`config.mk`:
```
export PLATFORM = sky130hd
export DESIGN_NAME = program_stream_loader_flat
export DESIGN_NICKNAME = d
export VERILOG_FILES = /design/src/rtl/program_stream_loader_if.sv /design/src/rtl/program_stream_loader.sv /design/src/flat_wrapper.sv
export SDC_FILE = /design/constraint.sdc
export NUM_CORES = 1
export LEC_CHECK = 0
export BUFFER_PORTS_ARGS = -buffer_cell sky130_fd_sc_hd__buf_2
export CAP_MARGIN = 20
export CORE_AREA = 8 8 123 125
export CTS_CLUSTER_DIAMETER = 50
export DETAILED_ROUTE_END_ITERATION = 10
export DIE_AREA = 0 0 131 133
export GPL_TIMING_DRIVEN = 1
export PLACE_DENSITY_LB_ADDON = 0.12
export SKIP_CTS_REPAIR_TIMING = 1
export SYNTH_ARGS = -nofsm -noshare
export SYNTH_HDL_FRONTEND = slang
export SYNTH_SLANG_ARGS = --single-unit
```
`constraint.sdc`:
```
create_clock -name clk -period 2.85 [get_ports clk]
set_input_delay 0.57 -clock clk [delete_from_list [all_inputs] [get_ports clk]]
set_output_delay 0.57 -clock clk [all_outputs]
set_load 0.02 [all_outputs]
```
`src/rtl/program_stream_loader_if.sv`:
```
// Byte-stream input and CPU instruction-write port of program_stream_loader.
// master is the loader side; slave is the stream source / CPU side.
interface program_stream_loader_if #(
    parameter int INSTR_WIDTH = 16,
    parameter int INDEX_WIDTH = 8
);
    logic                   byte_valid;
    logic [7:0]             byte_data;
    logic                   byte_ready;
    logic                   cpu_write;
    logic [INDEX_WIDTH-1:0] cpu_index;
    logic [INSTR_WIDTH-1:0] cpu_instruction;

    modport master (
        input  byte_valid, byte_data,
        output byte_ready, cpu_write, cpu_index, cpu_instruction
    );

    modport slave (
        output byte_valid, byte_data,
        input  byte_ready, cpu_write, cpu_index, cpu_instruction
    );
endinterface

```
`src/rtl/program_stream_loader.sv`:
```
// Loads a CPU program from a byte stream (16-bit LE word count, then data) into instruction memory.
// Optional trailing XOR checksum byte is enabled by defining PROGRAM_LOADER_CHECKSUM_EN.
module program_stream_loader #(
    parameter int INSTR_WIDTH = 16,
    parameter int INDEX_WIDTH = 8,
    parameter int BASE_INDEX  = 10,
    parameter bit SWAP_BYTES  = 1'b1
) (
    input  logic                    clk,
    input  logic                    rst_n,
    input  logic                    start,
    program_stream_loader_if.master bus,
    output logic                    loading,
    output logic                    done,
    output logic                    error
);
    localparam int BYTES_PER_WORD = INSTR_WIDTH / 8;
    localparam int DEPTH          = (1 << INDEX_WIDTH) - BASE_INDEX;
    localparam int BW             = (BYTES_PER_WORD > 1) ? $clog2(BYTES_PER_WORD) : 1;
    localparam int KW             = (INDEX_WIDTH > 16) ? INDEX_WIDTH + 1 : 17;

    localparam logic [31:0]            DEPTH_W   = 32'(DEPTH);
    localparam logic [INDEX_WIDTH-1:0] BASE      = INDEX_WIDTH'(BASE_INDEX);
    localparam logic [BW-1:0]          LAST_BYTE = BW'(BYTES_PER_WORD - 1);

    typedef enum logic [2:0] {
        S_IDLE  = 3'd0,
        S_LEN   = 3'd1,
        S_DATA  = 3'd2,
        S_WRITE = 3'd3,
`ifdef PROGRAM_LOADER_CHECKSUM_EN
        S_CSUM  = 3'd4,
`endif
        S_DONE  = 3'd5,
        S_ERROR = 3'd6
    } state_t;

    state_t state, state_next;

    logic [7:0]             len_lo;
    logic [15:0]            n_words;
    logic [BW-1:0]          bcnt;
    logic [KW-1:0]          k;
    logic [INSTR_WIDTH-1:0] asm_reg;
    logic [INSTR_WIDTH-1:0] asm_next;
    logic [INSTR_WIDTH-1:0] byte_ext;
    logic [INDEX_WIDTH-1:0] index_reg;
    logic [INSTR_WIDTH-1:0] instr_reg;
    logic [15:0]            n_rx;
    logic                   xfer;
    logic                   restart;
    logic                   len_done;
    logic                   word_done;
    logic                   last_word;
`ifdef PROGRAM_LOADER_CHECKSUM_EN
    logic [7:0]             csum;
`endif

    assign xfer      = bus.byte_valid && bus.byte_ready;
    assign restart   = start && (state == S_IDLE || state == S_DONE || state == S_ERROR);
    assign n_rx      = {bus.byte_data, len_lo};
    assign len_done  = xfer && (state == S_LEN) && (bcnt == BW'(1));
    assign word_done = xfer && (state == S_DATA) && (bcnt == LAST_BYTE);
    assign last_word = (k + KW'(1)) == KW'(n_words);

    // SWAP_BYTES shifts each new byte in at the bottom so the first byte ends up in the MSB;
    // otherwise bytes shift in from the top so the first byte ends up in bits [7:0].
    always_comb begin
        byte_ext = INSTR_WIDTH'(bus.byte_data);
        if (SWAP_BYTES)
            asm_next = (asm_reg << 8) | byte_ext;
        else
            asm_next = (asm_reg >> 8) | (byte_ext << (INSTR_WIDTH - 8));
    end

    always_ff @(posedge clk or negedge rst_n) begin
        if (!rst_n)
            state <= S_IDLE;
        else
            state <= state_next;
    end

    always_comb begin
        state_next = state;
        case (state)
            S_IDLE: begin
                if (start)
                    state_next = S_LEN;
            end
            S_LEN: begin
                if (len_done) begin
                    if (n_rx == 16'd0) begin
`ifdef PROGRAM_LOADER_CHECKSUM_EN
                        state_next = S_CSUM;
`else
                        state_next = S_DONE;
`endif
                    end else if ({16'd0, n_rx} > DEPTH_W) begin
                        state_next = S_ERROR;
                    end else begin
                        state_next = S_DATA;
                    end
                end
            end
            S_DATA: begin
                if (word_done)
                    state_next = S_WRITE;
            end
            S_WRITE: begin
                if (last_word) begin
`ifdef PROGRAM_LOADER_CHECKSUM_EN
                    state_next = S_CSUM;
`else
                    state_next = S_DONE;
`endif
                end else begin
                    state_next = S_DATA;
                end
            end
`ifdef PROGRAM_LOADER_CHECKSUM_EN
            S_CSUM: begin
                if (xfer)
                    state_next = (bus.byte_data == csum) ? S_DONE : S_ERROR;
            end
`endif
            S_DONE, S_ERROR: begin
                if (start)
                    state_next = S_LEN;
            end
            default: state_next = S_IDLE;
        endcase
    end

    // Flag outputs decode the state register only, so byte_ready never depends on byte_valid.
    always_comb begin
        bus.byte_ready = 1'b0;
        bus.cpu_write  = 1'b0;
        loading        = 1'b0;
        done           = 1'b0;
        error          = 1'b0;
        case (state)
            S_LEN, S_DATA: begin
                bus.byte_ready = 1'b1;
                loading        = 1'b1;
            end
`ifdef PROGRAM_LOADER_CHECKSUM_EN
            S_CSUM: begin
                bus.byte_ready = 1'b1;
                loading        = 1'b1;
            end
`endif
            S_WRITE: begin
                bus.cpu_write = 1'b1;
                loading       = 1'b1;
            end
            S_DONE:  done  = 1'b1;
            S_ERROR: error = 1'b1;
            default: ;
        endcase
    end

    assign bus.cpu_index       = index_reg;
    assign bus.cpu_instruction = instr_reg;

    // Index and word are captured on the last byte so they hold through WRITE and afterwards.
    always_ff @(posedge clk or negedge rst_n) begin
        if (!rst_n) begin
            len_lo    <= '0;
            n_words   <= '0;
            bcnt      <= '0;
            k         <= '0;
            asm_reg   <= '0;
            index_reg <= '0;
            instr_reg <= '0;
`ifdef PROGRAM_LOADER_CHECKSUM_EN
            csum      <= '0;
`endif
        end else if (restart) begin
            bcnt <= '0;
            k    <= '0;
`ifdef PROGRAM_LOADER_CHECKSUM_EN
            csum <= '0;
`endif
        end else begin
            case (state)
                S_LEN: begin
                    if (xfer) begin
                        if (bcnt == BW'(0)) begin
                            len_lo <= bus.byte_data;
                            bcnt   <= BW'(1);
                        end else begin
                            n_words <= n_rx;
                            bcnt    <= '0;
                        end
                    end
                end
                S_DATA: begin
                    if (xfer) begin
                        asm_reg <= asm_next;
`ifdef PROGRAM_LOADER_CHECKSUM_EN
                        csum    <= csum ^ bus.byte_data;
`endif
                        if (word_done) begin
                            bcnt      <= '0;
                            index_reg <= BASE + k[INDEX_WIDTH-1:0];
                            instr_reg <= asm_next;
                        end else begin
                            bcnt <= bcnt + BW'(1);
                        end
                    end
                end
                S_WRITE: k <= k + KW'(1);
                default: ;
            endcase
        end
    end
endmodule

```
`src/flat_wrapper.sv`:
```
// flat-port wrapper written by rule: the top's interface ports become plain ports
module program_stream_loader_flat 
#(
    parameter int INSTR_WIDTH = 16,
    parameter int INDEX_WIDTH = 8,
    parameter int BASE_INDEX  = 10,
    parameter bit SWAP_BYTES  = 1'b1
)
  (clk, rst_n, start, loading, done, error, bus_byte_valid, bus_byte_data, bus_byte_ready, bus_cpu_write, bus_cpu_index, bus_cpu_instruction);
  program_stream_loader_if #(.INSTR_WIDTH(INSTR_WIDTH), .INDEX_WIDTH(INDEX_WIDTH)) bus_i ();
  input  logic clk;
  input  logic rst_n;
  input  logic start;
  output logic loading;
  output logic done;
  output logic error;
  input wire logic [$bits(bus_i.byte_valid)-1:0] bus_byte_valid;
  input wire logic [$bits(bus_i.byte_data)-1:0] bus_byte_data;
  output wire logic [$bits(bus_i.byte_ready)-1:0] bus_byte_ready;
  output wire logic [$bits(bus_i.cpu_write)-1:0] bus_cpu_write;
  output wire logic [$bits(bus_i.cpu_index)-1:0] bus_cpu_index;
  output wire logic [$bits(bus_i.cpu_instruction)-1:0] bus_cpu_instruction;
  assign bus_i.byte_valid = bus_byte_valid;
  assign bus_i.byte_data = bus_byte_data;
  assign bus_byte_ready = bus_i.byte_ready;
  assign bus_cpu_write = bus_i.cpu_write;
  assign bus_cpu_index = bus_i.cpu_index;
  assign bus_cpu_instruction = bus_i.cpu_instruction;
  program_stream_loader #(.INSTR_WIDTH(INSTR_WIDTH), .INDEX_WIDTH(INDEX_WIDTH), .BASE_INDEX(BASE_INDEX), .SWAP_BYTES(SWAP_BYTES)) u_core (.clk(clk), .rst_n(rst_n), .start(start), .bus(bus_i), .loading(loading), .done(done), .error(error));
endmodule
```
Yosys cells after proc, flatten, opt, wreduce, memory -nomap -nowiden. Index checks and enable logic that the tools add are counted.

Register bits: 77. Input port bits: 12. Output and inout port bits: 29. Logic and storage cells: 67.

Add/subtract/negate cells: 3. Magnitude comparators: 1. Equal/unequal tests: 11. Multiplexer cells: 20. Bitwise logic cells: 3. Reductions and logical operators: 21.

Operators with widths (count): two-way mux 17 bit (2); two-way mux 3 bit (6); adder 17 x 1 -> 17 bit (second input constant) (1); equality test 17 x 16 -> 1 bit (1); greater-than comparator 16 x 8 -> 1 bit (second input constant) (1); zero test 16 bit (1); bitwise OR 16 x 8 -> 16 bit (1); case mux 3 bit (4 select lines) (1); AND reduction 4 bit (3); two-way mux 1 bit (10); AND reduction 3 bit (3); adder 4 x 8 -> 8 bit (first input constant) (1); equality test 3 x 2 -> 1 bit (second input constant) (2); equality test 3 bit (second input constant) (2); logical AND 1 bit (6); != test 2 x 1 -> 1 bit (second input constant) (3); != test 3 x 1 -> 1 bit (second input constant) (2); OR reduction 3 bit (2); equality test 3 x 1 -> 1 bit (second input constant) (1); zero test 3 bit (1); nonzero test 3 bit (1); logical OR 1 bit (2); NOT 1 bit (2); case mux 1 bit (2 select lines) (1); 3 further kinds (3).

Depth between registers and ports, before layout. Gate-level depths: netlist of run 1.

Depth after elaboration: 10. Depth in mapped cells: 8. Mapped depth without buffers: 8.

Worst setup path before layout of run 1. Ideal clock, no wire load.

Path type: flip-flop to flip-flop. From: register u_core.k[1]. To: register u_core.state[1]. Setup time: 133 ps. Arrival: 1918 ps. Data required time: 2717 ps. Slack: 799 ps. Stages on the path, launching flop included: 8. Path buffers: 0. Period minus slack after synthesis: 2051 ps. Path through: dfrtp_1 -> ha_1 -> nand4_4 -> nor3_1 -> a31oi_1 -> a211o_1 -> nor4_2 -> o31ai_1.

Cells in the longest elaborated chain, start to end: 4.

RTL lines: from (decl) (RTL line program_stream_loader.sv:43) `logic [KW-1:0] k;`; from (signal assigned) (RTL line program_stream_loader.sv:212) `S_WRITE: k <= k + KW'(1);`; adder 17 x 1 -> 17 bit (RTL line program_stream_loader.sv:64) `assign last_word = (k + KW'(1)) == KW'(n_words);`; equality test 17 x 16 -> 1 bit (RTL line program_stream_loader.sv:64); two-way mux 3 bit (RTL line program_stream_loader.sv:110) `if (last_word) begin`; case mux 3 bit (4 select lines) (RTL line program_stream_loader.sv:85) `case (state)`; to (signal assigned) (RTL line program_stream_loader.sv:80) `state <= state_next;`; to (decl) (RTL line program_stream_loader.sv:38) `state_t state, state_next;`.

No other way between the ends. A chain may end at the register's enable or synchronous reset.

Worst setup path after layout of run 1.
From: register u_core.k[1]. To: register u_core.state[2].

The elaborated chain is that of the path after synthesis.

==> PnR_summary.wiki, run 1 <==
{| class="wikitable"
! Metric !! Value
|-
| Logic depth of the worst register-to-register path || 7
|-
| Biggest fanout along the worst timing path || 8
|-
| Combined area of the multi-input logic cells || 1850 µm²
|-
| Most frequent standard cell in the layout excluding fill and tap cells || dfrtp_1
|-
| Type of origin of the critical path || register
|-
| Layout Nets || a little over 400
|-
| Total nets after synthesis || about 370
|-
| Number of instances in the synthesized netlist || ~350
|-
| Initial detailed-routing violation count || between 100 and 150
|-
| Max FFs per register || 17
|-
| Fraction of power spent switching nets || 35.7%
|-
| Share of the clock period used by the worst path after layout || a little under nine tenths
|-
| Wire length of the first global-routing pass || ~15000 µm
|-
| Placed wire-length estimate after detailed placement || roughly 6500 µm
|-
| Core region area || ~13000 µm²
|-
| Transition at the pin with the smallest max-transition slack || between 500 and 600 ps
|-
| Largest clock skew in the final design || approximately 6.5 ps
|-
| Clock tree from TritonCTS || done
|-
| Number of synthesized flops with an enable pin || 0
|-
| Total count of max-transition violations in the final report || 0
|-
| Reported max-cap violation count || 0
|-
| Standard-cell rows || 42
|-
| Final standard cell area without fillers || roughly 4600 µm²
|-
| Data arrival time at the worst-slack endpoint || 2730 ps
|-
| Ys async rst share || 100%
|-
| Aggregate global routing overflow || 0
|-
| Synthesized area divided by synthesized cell count || between 10 and 15 µm²
|-
| Number of setup violations in the final report || 0
|-
| Endpoint type of the worst setup path || register
|-
| Die area || 17400 µm²
|-
| I/O Buffers || 40
|-
| Post-synthesis sequential element count || a little under 80
|-
| Footprint of the flip-flops and latches || 1930 µm²
|-
| WS Path Type || register to register
|-
| Filler Cells Inserted || around 1300
|-
| Prevailing post-synth register cell || dfrtp_1
|-
| Design internal power || approximately 0.0026 W
|-
| Main area contributors after synthesis || dfrtp_1, mux2_2, xnor2_1, o21ai_0, xor2_1
|-
| Diode insertion count for antenna repair || 0
|-
| Number of global-route vias before repair || ~2700
|-
| Number of remaining DRC errors || 0
|-
| Flop pwr share || about two fifths
|-
| Commonest cells after routing, fill and taps aside || dfrtp_1, mux2_2, buf_2, nor2_1, o21ai_0
|-
| Top reg by flops || u_core.k
|-
| Number of clock sinks || just under 80
|-
| First-pass iteration count of the detailed router || 4
|-
| Largest area contributor in the netlist || dfrtp_1
|-
| Yosys Warn Count || 0
|-
| Number of vias after detailed routing || approximately 2800
|-
| Dpl cell area || roughly 4300 µm²
|-
| Clk pin slew, worst setup/hold paths || roughly 60 ps
|-
| Total wire length after detailed routing || ~9000 µm
|-
| Number of distinct library cells after synthesis || 44
|-
| Number of antenna violations at the first check in global routing || 0
|-
| CTS Root Cell || clkbuf_16
|-
| Clk_lat worst skew || roughly 350 ps
|-
| Class of the most critical hold timing path || input pin to asynchronous set/reset pin
|-
| Gate power share || 32.0%
|-
| LEAKAGE || 2.06 nW
|-
| Largest voltage drop on the vdd net || 0.628 mV
|-
| I/O pin total || between 40 and 50
|-
| Placed cell count || between 500 and 600
|-
| ANT nets after route || 0
|-
| Filler-free cell count of the finished design || just under 600
|-
| Proportion of netlist area held by the largest area contributor || approximately half
|-
| Total standard cell area after synthesis || ~3900 µm²
|-
| NetSw || approximately 0.0015 W
|-
| Sequential share of the synthesized area || 49.5%
|-
| Die outline height || around 130 µm
|-
| Post-layout total power || between 0.004 and 0.005 W
|-
| TritonCTS Buffers || 9
|-
| Crit path time final || 2440 ps
|-
| Final Wtd Congestion || approximately 0.77
|-
| Final-report hold violation count || 0
|-
| Detailed-route vias per instance || 4.77
|-
| Highest achievable clock rate || 0.411 GHz
|-
| Data required time of the worst path || 3140 ps
|-
| Sum of negative setup slack || 0 ps
|-
| Pin count of the biggest net entering global routing || 38
|-
| Pwr Density || slightly below 900 nW/µm²
|-
| Maximum level of the CTS H-tree || 3
|-
| Worst relative slew slack || around 64%
|-
| Setup repair after global routing missed its margin || false
|-
| Total track usage || 11.4%
|-
| Max Root-Sink Buffers || 2
|-
| Initial standard-cell utilization of the core || between 20 and 30%
|-
| Area growth, synth to finish || 19.0%
|-
| Average routed wire per standard cell || between 15 and 20 µm
|-
| Outcome || finished, final reports clean
|-
| DIE WIDTH || 131 µm
|-
| Share of final-layout standard cells stronger than drive strength 1 || a little under a third
|-
| Fraction of power consumed by the clock network || slightly below 30%
|}
[logic make-up after synthesis]
family,after synthesis,share of synthesized area (%)
AND/OR/NAND/NOR,106,15.2
flip-flops,77,49.5
AO/OA/AOI/OAI,61,9.17
multiplexers,52,15.0
XOR/XNOR,34,7.66
buffers and inverters,22,2.77
adder cells (fa/ha/maj),2,0.643
[power groups by stage]
stage	sequential [W]	clock [W]	combinational, W
after floorplan	0.00175	0	0.000769
after global placement	0.00161	0	0.00134
after detailed placement	0.00162	0	0.00135
after CTS	0.00160	0.00124	0.00135
after global routing	0.00165	0.00129	0.00146
final	0.00160	0.00120	0.00132
[final timing paths]
kind                                           end                     from  slack [ps]
setup / recovery                   u_core.state[2]              u_core.k[1]         410
hold / removal             u_core.bus.cpu_index[1]                    rst_n         190
setup reg to reg                   u_core.state[2]              u_core.k[1]         410
hold reg to reg            u_core.bus.cpu_index[3]  u_core.bus.cpu_index[3]         470
max in group asynchronous             u_core.k[14]                    rst_n        2090
min in group clk           u_core.bus.cpu_index[3]  u_core.bus.cpu_index[3]         470
[critical path: stages, from the launching register on]
cell	delay, ps
dfrtp_1	420
ha_1	320
nand4_4	210
nor3_1	350
a31oi_1	140
a211o_1	300
nor4_2	460
a21o_1	180
[metal layers]
| layer | GRT usage (%) | up-vias | wire, µm |
|---|---|---|---|
| met5 | 0 | - | 0 |
| li1 | - | 1353 | - |
| met1 | 15.4 | 1341 | 4480 |
| met3 | 4.14 | 14 | 452 |
| met4 | 4.59 | 0 | 160 |
| met2 | 16.1 | 55 | 3930 |
[through the flow]
step	hold slack, ps	worst slack, ps	util [%]
global placement	457	458	33.0
detailed placement	466	370	33.0
global route	225	101	35.4
CTS	201	363	35.4
finish	185	414	35.4
floorplan	274	799	-
[cell type report]
type / instances / share of cell area, %
Timing Repair Buffer: 52 / 6.60
Tap cell: 176 / 4.76
Inverter: 3 / 0.243
Clock inverter: 6 / 1.51
Sequential cell: 77 / 41.6
Clock buffer: 10 / 5.16
Multi-Input combinational cell: 255 / 40.1
[synth_stat cells, types with 2 or more instances]
master     n
nand2b_1   3
nor4_2     2
dfrtp_1   77
o21a_1     4
o21ai_0   29
and4_1     2
nor2b_1    3
nand4_4    2
or3_1      4
clkbuf_1   9
nand3_1    6
a31oi_1    3
a21oi_1   11
a21o_1     2
xnor2_1   21
inv_1      2
mux2_2    51
nor3_1     6
nor2_1    30
buf_2      4
nand4_1    5
o31ai_1    6
ha_1       2
nand2_1   28
nand3b_1   3
buf_4      5
xor2_1    13
nor4_1     5
(Power assumes the default switching activity.)
==> inputs of run 2 (changes only) <==
Settings changed: ABC_AREA set to 1, CORE_AREA 8 8 123 125 to 8 8 125 127, DIE_AREA 0 0 131 133 to 0 0 133 135.
==> PnR_summary.wiki, run 2 <==
{| class="wikitable"
! Metric !! Value
|-
| Outcome || finished, final reports clean (unchanged)
|-
| Final standard cell area without fillers || 4750 µm² (was 4630 µm²)
|-
| Largest area contributor in the netlist || dfrtp_1 (unchanged)
|-
| Yosys Warn Count || 0 (unchanged)
|-
| Class of the most critical hold timing path || input pin to asynchronous set/reset pin (unchanged)
|-
| Post-synthesis sequential element count || 77 (unchanged)
|-
| Number of instances in the synthesized netlist || 532 (was 354)
|-
| CTS Root Cell || clkbuf_16 (unchanged)
|-
| Pwr Density || 1010 nW/µm² (was 890 nW/µm²)
|-
| Aggregate global routing overflow || 0 (unchanged)
|-
| First-pass iteration count of the detailed router || 6 (was 4)
|-
| TritonCTS Buffers || 9 (unchanged)
|-
| Worst reg2reg startpoint || u_core.state[1] (was u_core.k[1])
|-
| Core region area || 13600 µm² (was 13100 µm²)
|-
| Total track usage || 12.9% (was 11.4%)
|-
| Setup repair after global routing missed its margin || false (unchanged)
|-
| Highest achievable clock rate || 0.439 GHz (was 0.411 GHz)
|-
| NetSw || 0.00198 W (was 0.00147 W)
|-
| Total nets after synthesis || 546 (was 368)
|-
| Final-report hold violation count || 0 (unchanged)
|-
| LEAKAGE || 2.37 nW (was 2.06 nW)
|-
| Main area contributors after synthesis || dfrtp_1, nand2_1, o21ai_0, inv_1, nand3_1 (was dfrtp_1, mux2_2, xnor2_1, o21ai_0, xor2_1)
|-
| Total count of max-transition violations in the final report || 0 (unchanged)
|-
| Design internal power || 0.00280 W (was 0.00265 W)
|-
| Crit path time final || 2280 ps (was 2440 ps)
|-
| Commonest cells after routing, fill and taps aside || nand2_1, dfrtp_1, inv_1, o21ai_0, nand3_1 (was dfrtp_1, mux2_2, buf_2, nor2_1, o21ai_0)
|-
| Number of remaining DRC errors || 0 (unchanged)
|-
| Clk_lat worst skew || 340 ps (was 350 ps)
|-
| Share of final-layout standard cells stronger than drive strength 1 || 15.2% (was 31.5%)
|-
| Layout Nets || 589 (was 412)
|-
| Number of vias after detailed routing || 3557 (was 2763)
|-
| Initial detailed-routing violation count || 305 (was 135)
|-
| Pre-CTS setup slack || 530 ps (was 370 ps)
|-
| I/O Buffers || 40 (unchanged)
|-
| I/O pin total || 41 (unchanged)
|-
| Wire length of the first global-routing pass || 17900 µm (was 15200 µm)
|-
| Diode insertion count for antenna repair || 0 (unchanged)
|-
| Maximum level of the CTS H-tree || 3 (unchanged)
|-
| Die outline height || 135 µm (was 133 µm)
|-
| Largest voltage drop on the vdd net || 0.662 mV (was 0.628 mV)
|-
| Dpl cell area || 4440 µm² (was 4320 µm²)
|-
| Prevailing post-synth register cell || dfrtp_1 (unchanged)
|-
| Total standard cell area after synthesis || 4030 µm² (was 3890 µm²)
|-
| Max FFs per register || 17 (unchanged)
|-
| Synthesized area divided by synthesized cell count || 7.57 µm² (was 11.0 µm²)
|-
| Transition at the pin with the smallest max-transition slack || 655 ps (was 533 ps)
|-
| Final Wtd Congestion || 0.836 (was 0.768)
|-
| Initial standard-cell utilization of the core || 29.6% (was 29.7%)
|-
| Pin count of the biggest net entering global routing || 44 (was 38)
|-
| Clock tree from TritonCTS || done (unchanged)
|-
| Standard-cell rows || 43 (was 42)
|-
| Number of antenna violations at the first check in global routing || 0 (unchanged)
|-
| ANT nets after route || 0 (unchanged)
|-
| Endpoint type of the worst setup path || register (unchanged)
|-
| Reported max-cap violation count || 0 (unchanged)
|-
| DIE WIDTH || 133 µm (was 131 µm)
|-
| Top reg by flops || u_core.k (unchanged)
|-
| Data required time of the worst path || 3080 ps (was 3140 ps)
|-
| Number of global-route vias before repair || 3376 (was 2749)
|-
| Largest clock skew in the final design || 5.39 ps (was 6.50 ps)
|-
| Area growth, synth to finish || 17.8% (was 19.0%)
|-
| Most frequent standard cell in the layout excluding fill and tap cells || nand2_1 (was dfrtp_1)
|-
| Average routed wire per standard cell || 14.7 µm (was 15.6 µm)
|-
| Proportion of netlist area held by the largest area contributor || 47.8% (was 49.5%)
|-
| Type of origin of the critical path || register (unchanged)
|-
| Biggest fanout along the worst timing path || 16 (was 8)
|-
| Flop pwr share || 38.6% (was 38.8%)
|-
| Detailed-route vias per instance || 4.68 (was 4.77)
|-
| Max Root-Sink Buffers || 2 (unchanged)
|-
| Top cells by instance count after synthesis || nand2_1, dfrtp_1, inv_1, o21ai_0, nand3_1 (was dfrtp_1, mux2_2, nor2_1, o21ai_0, nand2_1)
|-
| Number of setup violations in the final report || 0 (unchanged)
|-
| Total wire length after detailed routing || 11200 µm (was 9020 µm)
|-
| Clk pin slew, worst setup/hold paths || 60 ps (about the same)
|-
| Worst relative slew slack || 56.2% (was 64.3%)
|-
| Core occupancy in the finished layout || 34.9% (was 35.4%)
|-
| Number of synthesized flops with an enable pin || 0 (unchanged)
|-
| Sequential share of the synthesized area || 47.8% (was 49.5%)
|-
| Setup ws final || 573 ps (was 414 ps)
|-
| Sum of negative setup slack || 0 ps (unchanged)
|-
| WS Path Type || register to register (unchanged)
|-
| Worst hold margin || 188 ps (was 185 ps)
|-
| Fraction of power spent switching nets || 41.4% (was 35.7%)
|-
| Fraction of power consumed by the clock network || 25.0% (was 29.2%)
|-
| Origin of the worst setup path || u_core.state[1] (was u_core.k[1])
|-
| Placed wire-length estimate after detailed placement || 8300 µm (was 6500 µm)
|-
| Share of the clock period used by the worst path after layout || 79.9% (was 85.5%)
|-
| Number of distinct library cells after synthesis || 33 (was 44)
|-
| Top-count cell post-synth || nand2_1 (was dfrtp_1)
|-
| Number of clock sinks || 77 (unchanged)
|-
| Data arrival time at the worst-slack endpoint || 2510 ps (was 2730 ps)
|-
| Gate power share || 36.4% (was 32.0%)
|-
| Ys async rst share || 100% (unchanged)
|-
| Die area || 18000 µm² (was 17400 µm²)
|}
run 2: cell types whose count changed after synthesis, moves of 6 or more:
| cell | before | now |
|---|---|---|
| inv_2 | 0 | 6 |
| mux2_2 | 51 | 3 |
| a21oi_1 | 11 | 4 |
| nand4_1 | 5 | 11 |
| xor2_1 | 13 | 5 |
| o22ai_1 | 1 | 9 |
| inv_1 | 2 | 61 |
| o21ai_0 | 29 | 49 |
| o21ai_1 | 0 | 6 |
| nand2_1 | 28 | 174 |
| o31ai_1 | 6 | 0 |
| xnor2_1 | 21 | 1 |
| nand3_1 | 6 | 43 |
run 2: worst max-delay path, cell delays in order, from the launching register on:
cell	delay, ps
dfrtp_1	450
inv_2	50
nor2_1	80
inv_1	80
nor2_1	410
inv_2	240
nand2_1	560
nor2_1	80
a31oi_1	150
inv_1	50
run 2: power groups by stage:
stage | combinational, W | clock, W | sequential, W
3_5_place_dp | 0.00176 | 0 | 0.00186
5_1_grt | 0.00199 | 0.00128 | 0.00191
6_report | 0.00174 | 0.00119 | 0.00184
3_3_place_gp | 0.00175 | 0 | 0.00185
4_1_cts | 0.00177 | 0.00123 | 0.00185
2_1_floorplan | 0.00104 | 0 | 0.00197
run 2: worst paths after layout:
kind	slack (ps)	cells after the start	to
max in group asynchronous	2050	2	u_core.state[0]
worst min-delay path	190	1	u_core.bus.cpu_index[0]
worst max-delay path	570	9	u_core.k[4]
worst min register to register	470	2	u_core.bus.cpu_instruction[8]
worst max register to register	570	9	u_core.k[4]
min in group clk	470	2	u_core.bus.cpu_instruction[8]
run 2: area by class of cell:
class                           count  area (µm²)
Clock buffer                        9         225
Clock inverter                      7        78.8
Fill cell                        1450        8860
Inverter                           67         251
Multi-Input combinational cell    376        1790
Sequential cell                    77        1930
Tap cell                          180         225
Timing Repair Buffer               44         245
run 2: metrics by stage:
| stage | cells | total power, W |
|---|---|---|
| final | 760 | 0.00478 |
| after global routing | 760 | 0.00518 |
| after CTS | 760 | 0.00485 |
| after detailed placement | 744 | 0.00362 |
| after global placement | 744 | 0.00360 |
| after floorplan | 532 | 0.00301 |
run 2: per-layer routing:
metal	part of all wire, %	vias up	track usage (%)
met5	0	-	0
met4	2.3	0	5.17
met3	5.7	19	4.57
met2	43	97	19.2
met1	49	1640	16.8
li1	-	1801	-
run 2: cell families after synthesis:
logic type	Yosys count	share of synthesized area, %
multiplexers	3	0.838
flip-flops	77	47.8
buffers and inverters	79	7.64
AO/OA/AOI/OAI	73	9.69
XOR/XNOR	6	1.30
AND/OR/NAND/NOR	292	32.1
adder cells (fa/ha/maj)	2	0.621
